`config.mk`:
```
export PLATFORM = sky130hd
export DESIGN_NAME = uart_rx_ctrl
export DESIGN_NICKNAME = d
export VERILOG_FILES = /design/src/rtl/uart_rx_pkg.sv /design/src/rtl/uart_rx_edge_bit_cnt.sv /design/src/rtl/uart_rx_ctrl.sv
export SDC_FILE = /design/constraint.sdc
export NUM_CORES = 1
export LEC_CHECK = 0
export CAP_MARGIN = 0
export CORE_ASPECT_RATIO = 0.6
export CORE_MARGIN = 2
export CORE_UTILIZATION = 44
export DETAILED_ROUTE_END_ITERATION = 10
export GPL_TIMING_DRIVEN = 0
export PLACE_DENSITY = 0.74
export SLEW_MARGIN = 20
export SYNTH_ARGS = -nofsm -noshare
export SYNTH_HDL_FRONTEND = slang
export SYNTH_SLANG_ARGS = --single-unit
```
`constraint.sdc`:
```
create_clock -name CLK -period 1.8 [get_ports CLK]
set_clock_uncertainty 0.1 [all_clocks]
set_input_delay 0.18 -clock CLK [delete_from_list [all_inputs] [get_ports CLK]]
set_output_delay 0.18 -clock CLK [all_outputs]
set_load 0.1 [all_outputs]
```
`src/rtl/uart_rx_pkg.sv`:
```
// rtl/uart_rx_pkg.sv - Shared state encodings and constants for the UART receive controller
package uart_rx_pkg;

  typedef enum logic [2:0] {
    IDLE    = 3'd0,
    START   = 3'd1,
    DATA    = 3'd2,
    PARITY  = 3'd3,
    STOP    = 3'd4,
    ERR_CHK = 3'd5
  } rx_state_e;

  // Smallest oversampling ratio that leaves room for a mid-bit sample.
  localparam int MIN_PRESCALE = 4;

  // Requested ratios below the minimum are run at the minimum.
  function automatic int clamp_prescale(input int presc);
    return (presc < MIN_PRESCALE) ? MIN_PRESCALE : presc;
  endfunction

endpackage

```
`src/rtl/uart_rx_edge_bit_cnt.sv`:
```
// rtl/uart_rx_edge_bit_cnt.sv - Oversample edge counter and frame bit counter with bit_end flag
module uart_rx_edge_bit_cnt #(
  parameter int PRESC_W   = 5,
  parameter int BIT_CNT_W = 4
) (
  input  logic                 CLK,
  input  logic                 RST,
  input  logic                 en,
  input  logic                 clr,
  input  logic [PRESC_W-1:0]   presc,
  output logic [PRESC_W-1:0]   edge_cnt,
  output logic [BIT_CNT_W-1:0] bit_cnt,
  output logic                 bit_end
);

  // presc is always at least the minimum ratio, so presc-1 never underflows.
  assign bit_end = en && (edge_cnt == (presc - PRESC_W'(1)));

  // Edge counter wraps at the last oversample of a bit and advances the bit counter; clear has priority.
  always_ff @(posedge CLK or negedge RST) begin
    if (!RST) begin
      edge_cnt <= '0;
      bit_cnt  <= '0;
    end else if (clr) begin
      edge_cnt <= '0;
      bit_cnt  <= '0;
    end else if (en) begin
      if (bit_end) begin
        edge_cnt <= '0;
        bit_cnt  <= bit_cnt + BIT_CNT_W'(1);
      end else begin
        edge_cnt <= edge_cnt + PRESC_W'(1);
      end
    end
  end

endmodule

```
`src/rtl/uart_rx_ctrl.sv`:
```
// rtl/uart_rx_ctrl.sv - UART receive sequencing FSM; UART_RX_ERR_CNT_EN adds saturating parity/stop error counters
module uart_rx_ctrl
  import uart_rx_pkg::*;
#(
  parameter int DATA_WIDTH = 8,
  parameter int PRESC_W    = 5,
  parameter int BIT_CNT_W  = 4
) (
  input  logic                 CLK,
  input  logic                 RST,
  input  logic                 RX_IN,
  input  logic [PRESC_W-1:0]   PRESCALE,
  input  logic                 PAR_EN,
  input  logic                 par_err,
  input  logic                 strt_glitch,
  input  logic                 stp_err,
  output logic [PRESC_W-1:0]   edge_cnt,
  output logic [BIT_CNT_W-1:0] bit_cnt,
  output logic                 dat_samp_en,
  output logic                 deser_en,
  output logic                 strt_chk_en,
  output logic                 par_check_en,
  output logic                 stp_chk_en,
  output logic                 data_valid
`ifdef UART_RX_ERR_CNT_EN
  ,
  output logic [7:0]           par_err_cnt,
  output logic [7:0]           stp_err_cnt
`endif
);

  rx_state_e          state;
  logic [PRESC_W-1:0] presc_q;
  logic               par_en_q;
  logic               cnt_en;
  logic               cnt_clr;
  logic               bit_end;
  logic               first_data_cycle;
  logic               glitch_abort;
  logic               last_data_bit;

  // Counters run through START..STOP and sit at zero in IDLE and ERR_CHK.
  assign cnt_en = (state != IDLE) && (state != ERR_CHK);

  // The start checker result lands one cycle after strt_chk_en, i.e. in the first DATA cycle.
  assign first_data_cycle = (state == DATA) && (bit_cnt == BIT_CNT_W'(1)) && (edge_cnt == '0);
  assign glitch_abort     = first_data_cycle && strt_glitch;
  assign last_data_bit    = (bit_cnt == BIT_CNT_W'(DATA_WIDTH));

  // Frames end either at the stop bit end or on a start glitch; both leave the counters at zero.
  assign cnt_clr = (state == IDLE) || (state == ERR_CHK) || glitch_abort ||
                   ((state == STOP) && bit_end);

  uart_rx_edge_bit_cnt #(
    .PRESC_W   (PRESC_W),
    .BIT_CNT_W (BIT_CNT_W)
  ) u_edge_bit_cnt (
    .CLK      (CLK),
    .RST      (RST),
    .en       (cnt_en),
    .clr      (cnt_clr),
    .presc    (presc_q),
    .edge_cnt (edge_cnt),
    .bit_cnt  (bit_cnt),
    .bit_end  (bit_end)
  );

  // Frame sequencing; PRESCALE and PAR_EN are captured once per frame on leaving IDLE.
  always_ff @(posedge CLK or negedge RST) begin
    if (!RST) begin
      state    <= IDLE;
      presc_q  <= PRESC_W'(MIN_PRESCALE);
      par_en_q <= 1'b0;
    end else begin
      case (state)
        IDLE: begin
          if (!RX_IN) begin
            state    <= START;
            presc_q  <= PRESC_W'(clamp_prescale(int'(PRESCALE)));
            par_en_q <= PAR_EN;
          end
        end
        START: begin
          if (bit_end) state <= DATA;
        end
        DATA: begin
          if (glitch_abort) begin
            state <= IDLE;
          end else if (bit_end && last_data_bit) begin
            state <= par_en_q ? PARITY : STOP;
          end
        end
        PARITY: begin
          if (bit_end) state <= STOP;
        end
        STOP: begin
          if (bit_end) state <= ERR_CHK;
        end
        ERR_CHK: begin
          state <= IDLE;
        end
        default: begin
          state <= IDLE;
        end
      endcase
    end
  end

  // Per-bit enables fire in the bit-end cycle of their bit; data_valid is gated by the checker flags.
  always_comb begin
    dat_samp_en  = 1'b0;
    strt_chk_en  = 1'b0;
    deser_en     = 1'b0;
    par_check_en = 1'b0;
    stp_chk_en   = 1'b0;
    data_valid   = 1'b0;
    if (state != IDLE) dat_samp_en = 1'b1;
    case (state)
      START:   strt_chk_en  = bit_end;
      DATA:    deser_en     = bit_end;
      PARITY:  par_check_en = bit_end;
      STOP:    stp_chk_en   = bit_end;
      ERR_CHK: data_valid   = !(par_err && par_en_q) && !stp_err;
      default: ;
    endcase
  end

`ifdef UART_RX_ERR_CNT_EN
  // Saturating error tallies, updated once per frame in ERR_CHK and cleared only by reset.
  always_ff @(posedge CLK or negedge RST) begin
    if (!RST) begin
      par_err_cnt <= 8'd0;
      stp_err_cnt <= 8'd0;
    end else if (state == ERR_CHK) begin
      if (par_err && par_en_q && (par_err_cnt != 8'hFF)) par_err_cnt <= par_err_cnt + 8'd1;
      if (stp_err && (stp_err_cnt != 8'hFF)) stp_err_cnt <= stp_err_cnt + 8'd1;
    end
  end
`endif

endmodule
```
* Word-level counts from Yosys, hierarchy flattened *
Cells that the tools add are included.

cells by class
  $add $sub $neg = 3
  order comparisons = 1
  equal/unequal tests = 14
  mux-type cells = 21
  bitwise operators = 1
  reduce and logical (&&, ||, !) cells = 22

operators with widths
  cell                 number
  $mux 3               7
  $mux 5               4
  $pmux 3 s5           1
  $mux 4               3
  $logic_and 1x1->1    9
  $ne 2x2->1 const B   4
  $eq 3x2->1 const B   2
  $eq 3x3->1 const B   2
  $mux 1               6
  $add 5x1->5 const B  1
  $eq 5x5->1           1
  $logic_not 5->1      1
  $lt 5x3->1 const B   1
  $reduce_and 5->1     1
  $sub 5x1->5 const B  1
  $add 4x1->4 const B  1
  $eq 4x1->1 const B   1
  $eq 4x4->1 const B   1
  $reduce_and 2->1     2
  $reduce_bool 2->1    2
  $eq 3x1->1 const B   1
  $logic_not 3->1      1
  $logic_or 1x1->1     3
  $ne 3x2->1 const B   1
  other kinds (4)      5

storage, ports and cells
  bits in registers = 18
  input bits = 12
  output and inout port bits = 15

* Logic depth before layout (Yosys ltp) *
Gate-level depths: netlist of the first run.

  depth after elaboration = 8
  mapped depth = 8
  depth with buffers taken out = 7

* Modules after synthesis *
From an unflattened synthesis of the first run, not the netlist that was laid out.

second synthesis, totals
  cell total of the unflattened synthesis = 130
  area, all modules = 1278.7 um^2

by module, submodules not included
  module                instances  cells an instance  area an instance (um^2)
  uart_rx_ctrl          1          71                 664.4
  uart_rx_edge_bit_cnt  1          59                 614.3

* Worst setup path after synthesis of the first run *
No wires, ideal clock.

  path type = register -> output
  start point = register u_edge_bit_cnt.edge_cnt[2]
  end point = output stp_chk_en
  arrival = 4.345 ns
  required time = 1.520 ns
  setup slack = -2.825 ns
  cell stages (with the launch flop) = 4
  path buffers = 0
  cell sequence = dfrtp_1 -> xnor3_1 -> nand3_1 -> nor4_1

on the way
  longest elaborated chain between the ends = 3

RTL lines
  element                 line                        RTL
  from (decl)             uart_rx_edge_bit_cnt.sv:11  output logic [PRESC_W-1:0] edge_cnt,
  from (signal assigned)  uart_rx_edge_bit_cnt.sv:32  edge_cnt <= edge_cnt + PRESC_W'(1);
  $eq 5x5->1              uart_rx_edge_bit_cnt.sv:17  assign bit_end = en && (edge_cnt == (presc - PRESC_W'(1)));
  $logic_and 1x1->1       uart_rx_edge_bit_cnt.sv:17
  $mux 1                  uart_rx_ctrl.sv:118         case (state)
  to (decl)               uart_rx_ctrl.sv:23          output logic stp_chk_en,

No other way between the ends.

* Final worst setup path of the first run *
  start point = register presc_q[0]
  end point = output par_check_en

on the way
  longest elaborated chain between the ends = 4

RTL lines
  element                 line                        RTL
  from (decl)             uart_rx_ctrl.sv:33          logic [PRESC_W-1:0] presc_q;
  from (signal assigned)  uart_rx_ctrl.sv:72          presc_q <= PRESC_W'(MIN_PRESCALE);
  from (signal assigned)  uart_rx_ctrl.sv:79          presc_q <= PRESC_W'(clamp_prescale(int'(PRESCALE)));
  $sub 5x1->5             uart_rx_edge_bit_cnt.sv:17
  $eq 5x5->1              uart_rx_edge_bit_cnt.sv:17
  $logic_and 1x1->1       uart_rx_edge_bit_cnt.sv:17
  $mux 1                  uart_rx_ctrl.sv:118
  to (decl)               uart_rx_ctrl.sv:22          output logic par_check_en,

No other way between the ends.

==> qor.txt, run 1 <==
top flip-flop cell by instance count after synthesis: sky130_fd_sc_hd__dfrtp_1
type of origin of the critical path: register
part of the power in registers: 20.6%
share of final-layout standard cells stronger than drive strength 1: 54.9%
data arrival time of the critical path: 2.04 ns
combinational fraction of design power: 70.5%
overall die height: 43.9 µm
remaining routing DRC violations: 0
kind of end point of the critical path: output port
result of the run: finished with violations
Die X-Extent: 70.5 µm
count of flip-flops with a built-in enable after synthesis: 0
number of buffers inserted by port buffering: 26
worst path setup slack after routing: -0.520 ns
fraction of the yosys area taken by sequential cells: 38.7%
pin count of the biggest net entering global routing: 19
starting utilization of the core area: 46.6%
setup repair after global routing missed its margin: yes
most instantiated library cell after synthesis: sky130_fd_sc_hd__dfrtp_1
post-synthesis async set-or-reset flop share: 100%
Total Routed Length: 3950 µm
warnings from Yosys: 0
synthesized area per cell: 9.57 µm²
number of buffers on the longest clock path: 2
FP Rows: 14
total of max-cap violations: 0
biggest fanout along the worst timing path: 5
Max Fclk: 431 MHz
root buf cell: sky130_fd_sc_hd__clkbuf_8
critical path type: register to output port
synthesized instance count: 122
clock latency on the worst-skew pair: 0.26 ns
power consumption: 3.85 mW
total standard cell area after synthesis: 1170 µm²
leakage power figure: 0.839 nW
Placer Congestion: 0.836
power share of the clock group: 8.8%
number of levels the H-tree was split into: 1
clock-pin transition on the worst setup and hold timing paths: 0.07 ns
worst-case vdd ir drop: 0.941 mV
post-detailed-route via-to-cell ratio: 5.68
fraction of synthesized cell area taken by the top area cell type: 36.4%
Hold WC Path Type: input pin to async pin
routed vias: 1176
final count of hold timing violations: 0
synth unique cells: 37
post-route setup TNS: -6.72 ns
Max transition margin: 36.5%
number of slew-limit violations in the final report: 0
total nets after synthesis: 140
measured slew at the worst slew-check pin: 0.956 ns
total setup violations reported at the end of the flow: 16
average wire per standard cell: 19.1 µm
dominant cell type by area after synthesis: sky130_fd_sc_hd__dfrtp_1
most instantiated cells after synthesis: 17 x sky130_fd_sc_hd__dfrtp_1, 15 x sky130_fd_sc_hd__nor2_1, 8 x sky130_fd_sc_hd__inv_1
critical path data required time: 1.52 ns
total power density per cell area: 1920 nW/µm²
initial antenna violation count: 0
TritonCTS clock tree: built
iteration-0 DRC count of the detailed router: 78
number of routed nets with antenna violations: 0
placeable core area: 2500 µm²
net switching power of the design: 1.94 mW
Seq cells post-synth: 18
CTS sink count: 18
Nets: 194
global-route wire length before repair: 5910 µm
cell types with the largest area share after synthesis: sky130_fd_sc_hd__dfrtp_1 36%, sky130_fd_sc_hd__ha_1 6.4%, sky130_fd_sc_hd__nor2_1 4.8%
number of search-and-repair iterations in the first detailed-routing pass: 4
via count of the first global-routing pass: 1217
Die ar.: 3090 µm²
Inserted Clock Buffers: 3
violations in the final reports: negative setup slack
post-layout min period: 2.32 ns
Internal Pwr Total: 1.90 mW
IO Count: 27
Sw Ratio: 50.5%
Antenna Diode Count: 0
HPWL after detailed placement: 2270 µm
fill cell count: 144
share of the clock period used by the worst path: 129%
final global-route overflow total: 0
signed area change from the synthesized netlist to the final layout: 71.6%
hold buffer count at CTS: 0
Overall Global Routing Usage: 25.3%
-- repair_timing --
item,in CTS,in global routing
cloned,0,0
setup buffers,21,4
setup endpoints to repair,30,23
pin swaps,13,6
resized for setup,92,18
-- logic make-up (layout without fill, tap and decap cells) --
family,Yosys count,in the layout,synth area share (%)
and+or+nand+nor,49,49,23.7
muxes,4,4,4.18
buffers and inverters,12,65,4.07
DFF,18,18,38.7
adders and majority gates,6,6,6.43
xor gates and xnor gates,10,10,8.68
AOI/OAI and AO/OA,23,23,14.3
-- through the flow --
step	area, µm²	cells	hold WS, ns	util (%)	setup slack [ns]
after floorplan	1300	122	-0.216	-	-0.601
after global placement	1600	180	0.402	64.0	-1.26
after detailed placement	1600	180	0.401	64.0	-1.29
after CTS	1930	204	0.330	77.2	-0.472
after global routing	2000	207	0.351	80.0	-0.589
final	2000	207	0.294	80.0	-0.520
-- critical path, cell delays in order, from the launching register on --
cell and delay [ns]:
sky130_fd_sc_hd__dfrtp_1 0.41, sky130_fd_sc_hd__inv_2 0.09, sky130_fd_sc_hd__ha_4 0.14, sky130_fd_sc_hd__nor3b_4 0.22
sky130_fd_sc_hd__xnor2_2 0.15, sky130_fd_sc_hd__nor3_4 0.25, sky130_fd_sc_hd__buf_6 0.15, sky130_fd_sc_hd__and3_4 0.19
sky130_fd_sc_hd__buf_12 0.17
-- cells in the final DEF (no fill, tap or decap), drive strengths merged, types with 2 or more instances in the layout --
cell type and instances:
buf 33, dfrtp 17, nor2 15, clkdlybuf4s50 11, nand3 7, clkdlybuf4s15 7
inv 7, ha 6, nand2 6, a21oi 6, o21ai 6, clkbuf 6
xnor2 5, nor2b 5, nand3b 4, mux2 4, a31oi 4, xor2 4
nor3 3, a211o 3, o31ai 2
-- power by group through the flow --
stage | Clock (mW) | Combinational, mW | Sequential, mW
2_1_floorplan | 0 | 1.27 | 1.00
3_3_place_gp | 0 | 1.85 | 0.742
3_5_place_dp | 0 | 1.93 | 0.755
4_1_cts | 0.339 | 2.43 | 0.773
5_1_grt | 0.372 | 2.84 | 0.820
6_report | 0.340 | 2.71 | 0.795
-- final cells by class --
| cell class | count | area (µm²) | area share (%) |
|---|---|---|---|
| buffer | 3 | 27.5 | 1.37 |
| multi-input combinational | 92 | 877 | 43.8 |
| inverter | 8 | 33.8 | 1.69 |
| timing repair buffer | 50 | 495 | 24.7 |
| tap | 32 | 40.0 | 2.00 |
| sequential | 18 | 474 | 23.7 |
| clock buffer | 4 | 55.1 | 2.75 |
-- flip-flops by register name, summed over array words and instances (netlist names) --
| name | count |
|---|---|
| presc_q | 5 |
| u_edge_bit_cnt.edge_cnt | 5 |
| u_edge_bit_cnt.bit_cnt | 4 |
| state | 3 |
| par_en_q | 1 |
-- routing by layer --
| metal | vias to the layer above | GRT usage, % | routed length [µm] |
|---|---|---|---|
| met5 | - | 0 | 0 |
| met4 | 0 | 3.46 | 85 |
| met3 | 11 | 7.44 | 278 |
| met2 | 51 | 46.4 | 2050 |
| met1 | 581 | 30.8 | 1540 |
| li1 | 533 | - | - |
-- path summary, 6_finish.rpt --
path	cells after the start	slack, ns	end	start
min in group CLK	3	0.41	presc_q[0]$_DFFE_PN0P_	PRESCALE[0]
hold reg to reg	1	0.42	u_edge_bit_cnt.bit_cnt[3]$_DFFE_PN0P_	u_edge_bit_cnt.bit_cnt[3]$_DFFE_PN0P_
setup / recovery	8	-0.52	par_check_en	presc_q[0]$_DFFE_PN0P_
max in group asynchronous	1	0.69	u_edge_bit_cnt.bit_cnt[2]$_DFFE_PN0P_	RST
setup reg to reg	11	-0.50	u_edge_bit_cnt.bit_cnt[3]$_DFFE_PN0P_	presc_q[0]$_DFFE_PN0P_
hold / removal	1	0.29	presc_q[3]$_DFFE_PN0P_	RST
Power figures use the tool's default switching activity.
==> inputs of run 2 (changes only) <==
- ABC_AREA: default -> 1
- CORE_UTILIZATION: 44 -> 45
- PLACE_DENSITY: 0.74 -> 0.75
- clock period: 1.8 -> 1.9 ns (I/O delays scaled with it)
==> qor.txt, run 2 <==
Finished Core Util: 69.9% (was 80.0%)
amount of wire on met3 after detailed routing: 185 µm (was 278 µm)
biggest fanout along the worst timing path: 6 (was 5)
endpoint of the worst-slack reg-to-reg timing path: state[1]$_DFFE_PN0P_ (was u_edge_bit_cnt.bit_cnt[3]$_DFFE_PN0P_)
warnings from Yosys: 0 (unchanged)
worst-case vdd ir drop: 0.916 mV (was 0.941 mV)
cell family with most CP delay: simple AND/OR/NAND/NOR gates (unchanged)
total setup violations reported at the end of the flow: 7 (was 16)
kind of end point of the critical path: output port (unchanged)
Total Routed Length: 2850 µm (was 3950 µm)
Cell Count Post-Placement: 230 (was 180)
result of the run: finished with violations (unchanged)
Nets: 231 (was 194)
leakage power figure: 0.899 nW (was 0.839 nW)
final count of hold timing violations: 0 (unchanged)
start of the worst register-to-register path: presc_q[0]$_DFFE_PN0P_ (unchanged)
DP Area: 1610 µm² (was 1600 µm²)
initial antenna violation count: 0 (unchanged)
synthesized instance count: 172 (was 122)
Post-Layout Cell Count: 244 (was 207)
Max Fclk: 457 MHz
Placer Congestion: 0.852 (was 0.836)
iteration-0 DRC count of the detailed router: 61 (was 78)
reg-to-reg slack, setup: -0.24 ns (was -0.50 ns)
type of origin of the critical path: register (unchanged)
fill cell count: 195 (was 144)
FP Rows: 14 (unchanged)
post-detailed-route via-to-cell ratio: 4.84 (was 5.68)
final hold slack: 0.323 ns (was 0.294 ns)
wire length on met1: 1400 µm (was 1540 µm)
IO Count: 27 (unchanged)
top flip-flop cell by instance count after synthesis: sky130_fd_sc_hd__dfrtp_1 (unchanged)
final instance area: 1770 µm² (was 2000 µm²)
remaining routing DRC violations: 0 (unchanged)
TritonCTS clock tree: built (unchanged)
total of max-cap violations: 0 (unchanged)
footprint of the multi-input gates: 732 µm² (was 877 µm²)
WP buf/inv: 5 (was 3)
starting utilization of the core area: 48.2% (was 46.6%)
most instantiated cells after synthesis: 51 x sky130_fd_sc_hd__nand2_1, 24 x sky130_fd_sc_hd__inv_1, 17 x sky130_fd_sc_hd__dfrtp_1 (was 17 x sky130_fd_sc_hd__dfrtp_1, 15 x sky130_fd_sc_hd__nor2_1, 8 x sky130_fd_sc_hd__inv_1)
Hold WC Path Type: input pin to async pin (unchanged)
Max transition margin: 34.4% (was 36.5%)
largest registers in the final layout: presc_q x5, u_edge_bit_cnt.edge_cnt x5, u_edge_bit_cnt.bit_cnt x4 (unchanged)
critical path data required time: 1.61 ns (was 1.52 ns)
number of slew-limit violations in the final report: 0 (unchanged)
dominant cell type by area after synthesis: sky130_fd_sc_hd__dfrtp_1 (unchanged)
pin count of the biggest net entering global routing: 19 (unchanged)
measured slew at the worst slew-check pin: 0.987 ns (was 0.956 ns)
combinational fraction of design power: 67.3% (was 70.5%)
part of the power in registers: 23.3% (was 20.6%)
setup repair after global routing missed its margin: yes (unchanged)
signed area change from the synthesized netlist to the final layout: 44.8% (was 71.6%)
Inserted Clock Buffers: 3 (unchanged)
number of buffers inserted by port buffering: 26 (unchanged)
origin of the worst setup path: presc_q[0]$_DFFE_PN0P_ (unchanged)
Sw Ratio: 54.9% (was 50.5%)
most instantiated library cell after synthesis: sky130_fd_sc_hd__nand2_1 (was sky130_fd_sc_hd__dfrtp_1)
fraction of the yosys area taken by sequential cells: 36.9% (was 38.7%)
final global-route overflow total: 0 (unchanged)
power share of the clock group: 9.5% (was 8.8%)
root buf cell: sky130_fd_sc_hd__clkbuf_8 (unchanged)
worst setup timing slack at the placement stage: -1.05 ns (was -1.29 ns)
clock latency on the worst-skew pair: 0.26 ns (about the same)
clock-pin transition on the worst setup and hold timing paths: 0.07 ns (about the same)
via count of the first global-routing pass: 1082 (was 1217)
list of cells traversed by the critical path: inv_2 > ha_4 > inv_2 > nand2_1 > nand2_1 > nor2_2 > nand2_2 > nor2_4 > nand2_8 > inv_6 > nand2_4 > clkinvlp_4 > buf_12 (was inv_2 > ha_4 > nor3b_4 > xnor2_2 > nor3_4 > buf_6 > and3_4 > buf_12)
number of routed nets with antenna violations: 0 (unchanged)
count of flip-flops with a built-in enable after synthesis: 0 (unchanged)
Die ar.: 3170 µm² (was 3090 µm²)
number of levels the H-tree was split into: 1 (unchanged)
placeable core area: 2540 µm² (was 2500 µm²)
share of the clock period used by the worst path: 115%
overall die height: 44.4 µm (was 43.9 µm)
Critical-path top delay cell: sky130_fd_sc_hd__dfrtp_1 (unchanged)
Internal Pwr Total: 1.31 mW (was 1.90 mW)
net switching power of the design: 1.59 mW (was 1.94 mW)
cell types with the largest area share after synthesis: sky130_fd_sc_hd__dfrtp_1 35%, sky130_fd_sc_hd__nand2_1 16%, sky130_fd_sc_hd__inv_1 7.4% (was sky130_fd_sc_hd__dfrtp_1 36%, sky130_fd_sc_hd__ha_1 6.4%, sky130_fd_sc_hd__nor2_1 4.8%)
data arrival time of the critical path: 1.90 ns (was 2.04 ns)
average wire per standard cell: 11.7 µm (was 19.1 µm)
total nets after synthesis: 190 (was 140)
combined flip-flop and latch cell area: 473 µm² (was 474 µm²)
number of buffers on the longest clock path: 2 (unchanged)
Reg2Reg Depth: 15 (was 11)
routed vias: 1180 (was 1176)
worst path setup slack after routing: -0.289 ns (was -0.520 ns)
commonest cells after routing, fill and taps aside: 47 x sky130_fd_sc_hd__nand2_1, 21 x sky130_fd_sc_hd__inv_1, 12 x sky130_fd_sc_hd__nand3_1 (was 20 x sky130_fd_sc_hd__buf_4, 11 x sky130_fd_sc_hd__clkdlybuf4s50_1, 8 x sky130_fd_sc_hd__buf_6, 8 x sky130_fd_sc_hd__nor2_1, 7 x sky130_fd_sc_hd__dfrtp_1)
Overall Global Routing Usage: 19.9% (was 25.3%)
synthesized area per cell: 7.12 µm² (was 9.57 µm²)
HPWL after detailed placement: 2100 µm (was 2270 µm)
synth unique cells: 22 (was 37)
CTS sink count: 18 (unchanged)
fraction of synthesized cell area taken by the top area cell type: 34.7% (was 36.4%)
Die X-Extent: 71.4 µm (was 70.5 µm)
total standard cell area after synthesis: 1220 µm² (was 1170 µm²)
global-route wire length before repair: 4760 µm (was 5910 µm)
DR WL met2: 1230 µm (was 2050 µm)
critical path type: register to output port (unchanged)
violations in the final reports: negative setup slack (unchanged)
number of search-and-repair iterations in the first detailed-routing pass: 4 (unchanged)
Antenna Diode Count: 0 (unchanged)
total power density per cell area: 1640 nW/µm² (was 1920 nW/µm²)
share of final-layout standard cells stronger than drive strength 1: 28.8% (was 54.9%)
biggest cell delay along the critical path: 0.39 ns (was 0.41 ns)
most common library cell in the layout ignoring fill and taps: sky130_fd_sc_hd__nand2_1 (was sky130_fd_sc_hd__buf_4)
post-synthesis async set-or-reset flop share: 100% (unchanged)
post-layout min period: 2.19 ns
Seq cells post-synth: 18 (unchanged)
top layer used by detailed routing: met4 (unchanged)
==> run 2: cell count changes after synthesis, sizes merged, moves of 5 or more <==
cell   before  now
a21oi       6    1
inv         8   32
nor2b       5    0
nor2       15   21
nand2       6   54
nand4       0    6
nand3       7   14
==> run 2: logic make-up (layout without fill, tap and decap cells) <==
group | after synthesis | in the layout | share of synthesized area (%)
xor+xnor | 5 | 5 | 3.57
buf+inv | 32 | 72 | 9.81
flops | 18 | 18 | 36.9
simple gates | 100 | 100 | 37.8
fa+ha+maj | 6 | 6 | 6.13
compound gates | 11 | 11 | 5.82
==> run 2: per-stage QoR <==
step                      TNS, ns  power [mW]
after detailed placement    -4.74        2.40
final                       -1.69        2.90
after floorplan            -0.340        2.05
after global routing        -2.61        3.13
after global placement      -4.59        2.36
after CTS                   -1.66        2.83
==> run 2: how the worst max path moves through the flow <==
| stage | cells after the start | to | slack (ns) |
|---|---|---|---|
| after CTS | 13 | stp_chk_en | -0.30 |
| final | 13 | stp_chk_en | -0.29 |
| after global placement | 13 | stp_chk_en | -1.02 |
| after detailed placement | 13 | stp_chk_en | -1.05 |
| after floorplan | 8 | par_check_en | -0.1 |
| after global routing | 13 | stp_chk_en | -0.40 |
==> run 2: power groups by stage <==
stage | Combinational (mW) | Clock [mW] | Sequential, mW
global route | 2.13 | 0.301 | 0.701
floorplan | 1.14 | 0 | 0.913
detailed placement | 1.72 | 0 | 0.683
global placement | 1.68 | 0 | 0.679
CTS | 1.87 | 0.285 | 0.672
finish | 1.95 | 0.275 | 0.676
==> run 2: cell type report <==
class,instances,share of cell area [%]
Tap cell,32,2.26
Sequential cell,18,26.7
Clock buffer,4,2.54
Inverter,32,7.26
Timing Repair Buffer,36,20.0
Multi-Input combinational cell,122,41.3
==> run 2: worst register-to-register path, stage by stage (launching register included) <==
cell	delay, ns
sky130_fd_sc_hd__dfrtp_1	0.39
sky130_fd_sc_hd__inv_2	0.07
sky130_fd_sc_hd__ha_4	0.27
sky130_fd_sc_hd__inv_2	0.03
sky130_fd_sc_hd__nand2_1	0.04
sky130_fd_sc_hd__nand2_1	0.06
sky130_fd_sc_hd__nor2_2	0.09
sky130_fd_sc_hd__nand2_2	0.07
sky130_fd_sc_hd__nor2_4	0.16
sky130_fd_sc_hd__nand2_8	0.11
sky130_fd_sc_hd__buf_4	0.15
sky130_fd_sc_hd__buf_4	0.13
sky130_fd_sc_hd__a21oi_4	0.18
sky130_fd_sc_hd__nand2_2	0.08
sky130_fd_sc_hd__nand2_1	0.06
sky130_fd_sc_hd__nand2_1	0.05
==> run 2: timing repair <==
item                                   in CTS  in global routing
setup endpoints to repair                  17                 21
pin swaps                                   6                  4
hold buffers                                0                  0
setup buffers                               7                  3
endpoints found under the hold margin       0                  0
gates resized for setup                    58                  9
==> run 2: layer usage <==
metal / track usage [%] / vias up
met5: 0 / -
met4: 6.42 / 0
met3: 5.69 / 5
met2: 29.6 / 40
met1: 28.1 / 520
li1: - / 615
==> inputs of run 3 (changes only) <==
- CORE_ASPECT_RATIO: 0.6 -> default
- CORE_UTILIZATION: 45 -> 32
- PLACE_DENSITY: 0.75 -> default
- REMOVE_ABC_BUFFERS: default -> 1
==> qor.txt, run 3 (synthesis results as in run 2) <==
critical path type: register to output port (unchanged)
Max Fclk: 468 MHz (was 457 MHz)
Inserted Clock Buffers: 3 (unchanged)
clock-pin transition on the worst setup and hold timing paths: 0.08 ns (was 0.07 ns)
most common library cell in the layout ignoring fill and taps: sky130_fd_sc_hd__nand2_1 (unchanged)
list of cells traversed by the critical path: inv_2 > ha_4 > inv_2 > nand2_1 > nand2_1 > nor2_2 > nand2_2 > nor2_4 > nand2_4 > inv_4 > nand2_2 > inv_2 > buf_12 (was inv_2 > ha_4 > inv_2 > nand2_1 > nand2_1 > nor2_2 > nand2_2 > nor2_4 > nand2_8 > inv_6 > nand2_4 > clkinvlp_4 > buf_12)
IO Count: 27 (unchanged)
total of max-cap violations: 0 (unchanged)
measured slew at the worst slew-check pin: 0.951 ns (was 0.987 ns)
Hold WC Path Type: input pin to async pin (unchanged)
Placer Congestion: 0.828 (was 0.852)
overall die height: 65.9 µm (was 44.4 µm)
placeable core area: 3660 µm² (was 2540 µm²)
initial antenna violation count: 0 (unchanged)
average wire per standard cell: 10.4 µm (was 11.7 µm)
share of the clock period used by the worst path: 112% (was 115%)
largest registers in the final layout: presc_q x5, u_edge_bit_cnt.edge_cnt x5, u_edge_bit_cnt.bit_cnt x4 (unchanged)
biggest cell delay along the critical path: 0.38 ns (was 0.39 ns)
worst path setup slack after routing: -0.236 ns (was -0.289 ns)
clock latency on the worst-skew pair: 0.25 ns (was 0.26 ns)
remaining routing DRC violations: 0 (unchanged)
number of buffers inserted by port buffering: 26 (unchanged)
routed vias: 1191 (was 1180)
root buf cell: sky130_fd_sc_hd__clkbuf_8 (unchanged)
result of the run: finished with violations (unchanged)
part of the power in registers: 22.8% (was 23.3%)
power consumption: 2.86 mW (was 2.90 mW)
final hold slack: 0.293 ns (was 0.323 ns)
hold buffer count at CTS: 0 (unchanged)
critical path data required time: 1.61 ns (about the same)
setup repair after global routing missed its margin: yes (unchanged)
Cell Count Post-Placement: 246 (was 230)
post-detailed-route via-to-cell ratio: 4.55 (was 4.84)
worst-case vdd ir drop: 0.901 mV (was 0.916 mV)
crit-path most repeated cell: sky130_fd_sc_hd__inv_2
number of buffers on the longest clock path: 2 (unchanged)
pin count of the biggest net entering global routing: 19 (unchanged)
Die ar.: 4340 µm² (was 3170 µm²)
Internal Pwr Total: 1.32 mW (was 1.31 mW)
type of origin of the critical path: register (unchanged)
WP buf/inv: 5 (unchanged)
FP Rows: 22 (was 14)
signed area change from the synthesized netlist to the final layout: 43.9% (was 44.8%)
fill cell count: 363 (was 195)
number of levels the H-tree was split into: 1 (unchanged)
final instance area: 1760 µm² (was 1770 µm²)
number of routed nets with antenna violations: 0 (unchanged)
biggest fanout along the worst timing path: 7 (was 6)
final global-route overflow total: 0 (unchanged)
data arrival time of the critical path: 1.85 ns (was 1.90 ns)
Nets: 233 (was 231)
via count of the first global-routing pass: 1060 (was 1082)
starting utilization of the core area: 33.5% (was 48.2%)
number of search-and-repair iterations in the first detailed-routing pass: 4 (unchanged)
kind of end point of the critical path: output port (unchanged)
DP Area: 1550 µm² (was 1610 µm²)
share of final-layout standard cells stronger than drive strength 1: 26.6% (was 28.8%)
net switching power of the design: 1.54 mW (was 1.59 mW)
iteration-0 DRC count of the detailed router: 50 (was 61)
total setup violations reported at the end of the flow: 7 (unchanged)
Overall Global Routing Usage: 14.3% (was 19.9%)
Antenna Diode Count: 0 (unchanged)
combinational fraction of design power: 65.9% (was 67.3%)
cell family with most CP delay: simple AND/OR/NAND/NOR gates (unchanged)
violations in the final reports: negative setup slack (unchanged)
post-layout min period: 2.14 ns (was 2.19 ns)
worst setup timing slack at the placement stage: -1.06 ns (was -1.05 ns)
power share of the clock group: 11.2% (was 9.5%)
TritonCTS clock tree: built (unchanged)
CTS sink count: 18 (unchanged)
leakage power figure: 0.924 nW (was 0.899 nW)
global-route wire length before repair: 4770 µm (was 4760 µm)
commonest cells after routing, fill and taps aside: 49 x sky130_fd_sc_hd__nand2_1, 20 x sky130_fd_sc_hd__inv_1, 17 x sky130_fd_sc_hd__dfrtp_1, 13 x sky130_fd_sc_hd__nor2_1, 12 x sky130_fd_sc_hd__nand3_1 (was 47 x sky130_fd_sc_hd__nand2_1, 21 x sky130_fd_sc_hd__inv_1, 12 x sky130_fd_sc_hd__nand3_1)
number of slew-limit violations in the final report: 0 (unchanged)
total power density per cell area: 1620 nW/µm² (was 1640 nW/µm²)
Total Routed Length: 2730 µm (was 2850 µm)
Die X-Extent: 65.9 µm (was 71.4 µm)
Post-Layout Cell Count: 262 (was 244)
Max transition margin: 36.9% (was 34.4%)
HPWL after detailed placement: 1900 µm (was 2100 µm)
Critical-path top delay cell: sky130_fd_sc_hd__dfrtp_1 (unchanged)
final count of hold timing violations: 0 (unchanged)
Sw Ratio: 53.8% (was 54.9%)
[run 3: path summary, 6_finish.rpt]
kind / cells after the start / to / from / slack [ns]
min reg2reg: 2 / presc_q[2]$_DFFE_PN1P_ / presc_q[2]$_DFFE_PN1P_ / 0.43
max reg2reg: 15 / state[1]$_DFFE_PN0P_ / presc_q[0]$_DFFE_PN0P_ / -0.17
min: 1 / par_en_q$_DFFE_PN0P_ / RST / 0.29
max: 13 / stp_chk_en / presc_q[0]$_DFFE_PN0P_ / -0.24
max in group asynchronous: 1 / u_edge_bit_cnt.edge_cnt[1]$_DFFE_PN0P_ / RST / 0.91
min in group CLK: 3 / par_en_q$_DFFE_PN0P_ / PAR_EN / 0.36
[run 3: power by group through the flow]
| stage | Clock, mW | Combinational (mW) | Sequential [mW] |
|---|---|---|---|
| 2_1_floorplan | 0 | 1.06 | 0.889 |
| 3_3_place_gp | 0 | 1.61 | 0.662 |
| 3_5_place_dp | 0 | 1.61 | 0.662 |
| 4_1_cts | 0.328 | 1.79 | 0.651 |
| 5_1_grt | 0.350 | 2.08 | 0.674 |
| 6_report | 0.321 | 1.89 | 0.654 |
[run 3: metrics by stage]
step / TNS, ns / utilization [%]
final: -1.22 / 48.2
after global routing: -2.25 / 48.2
after CTS: -0.911 / 46.9
after detailed placement: -4.57 / 42.2
after global placement: -4.63 / 42.2
after floorplan: -6.21 / -
[run 3: cell type report]
type / count / area [µm²] / area share, %
repair buffers: 38 / 365 / 20.7
multi-input cells: 122 / 708 / 40.2
well taps: 48 / 60.1 / 3.41
flip-flops and latches: 18 / 452 / 25.6
inverters: 32 / 123 / 6.96
clock buffers: 4 / 55.1 / 3.12
[run 3: metal layers]
metal	vias to the layer above	track usage (%)	part of all wire [%]
met5	-	0	0
met4	0	4.69	1.3
met1	544	19.5	47
met2	23	22.9	48
met3	4	2.39	3.7
li1	620	-	-
[run 3: timing repair]
item                       in CTS  in global routing
pin swaps                       5                  5
gates cloned                    0                  0
resized for setup              69                 15
buffers inserted                6                  6
setup endpoints to repair      15                 21
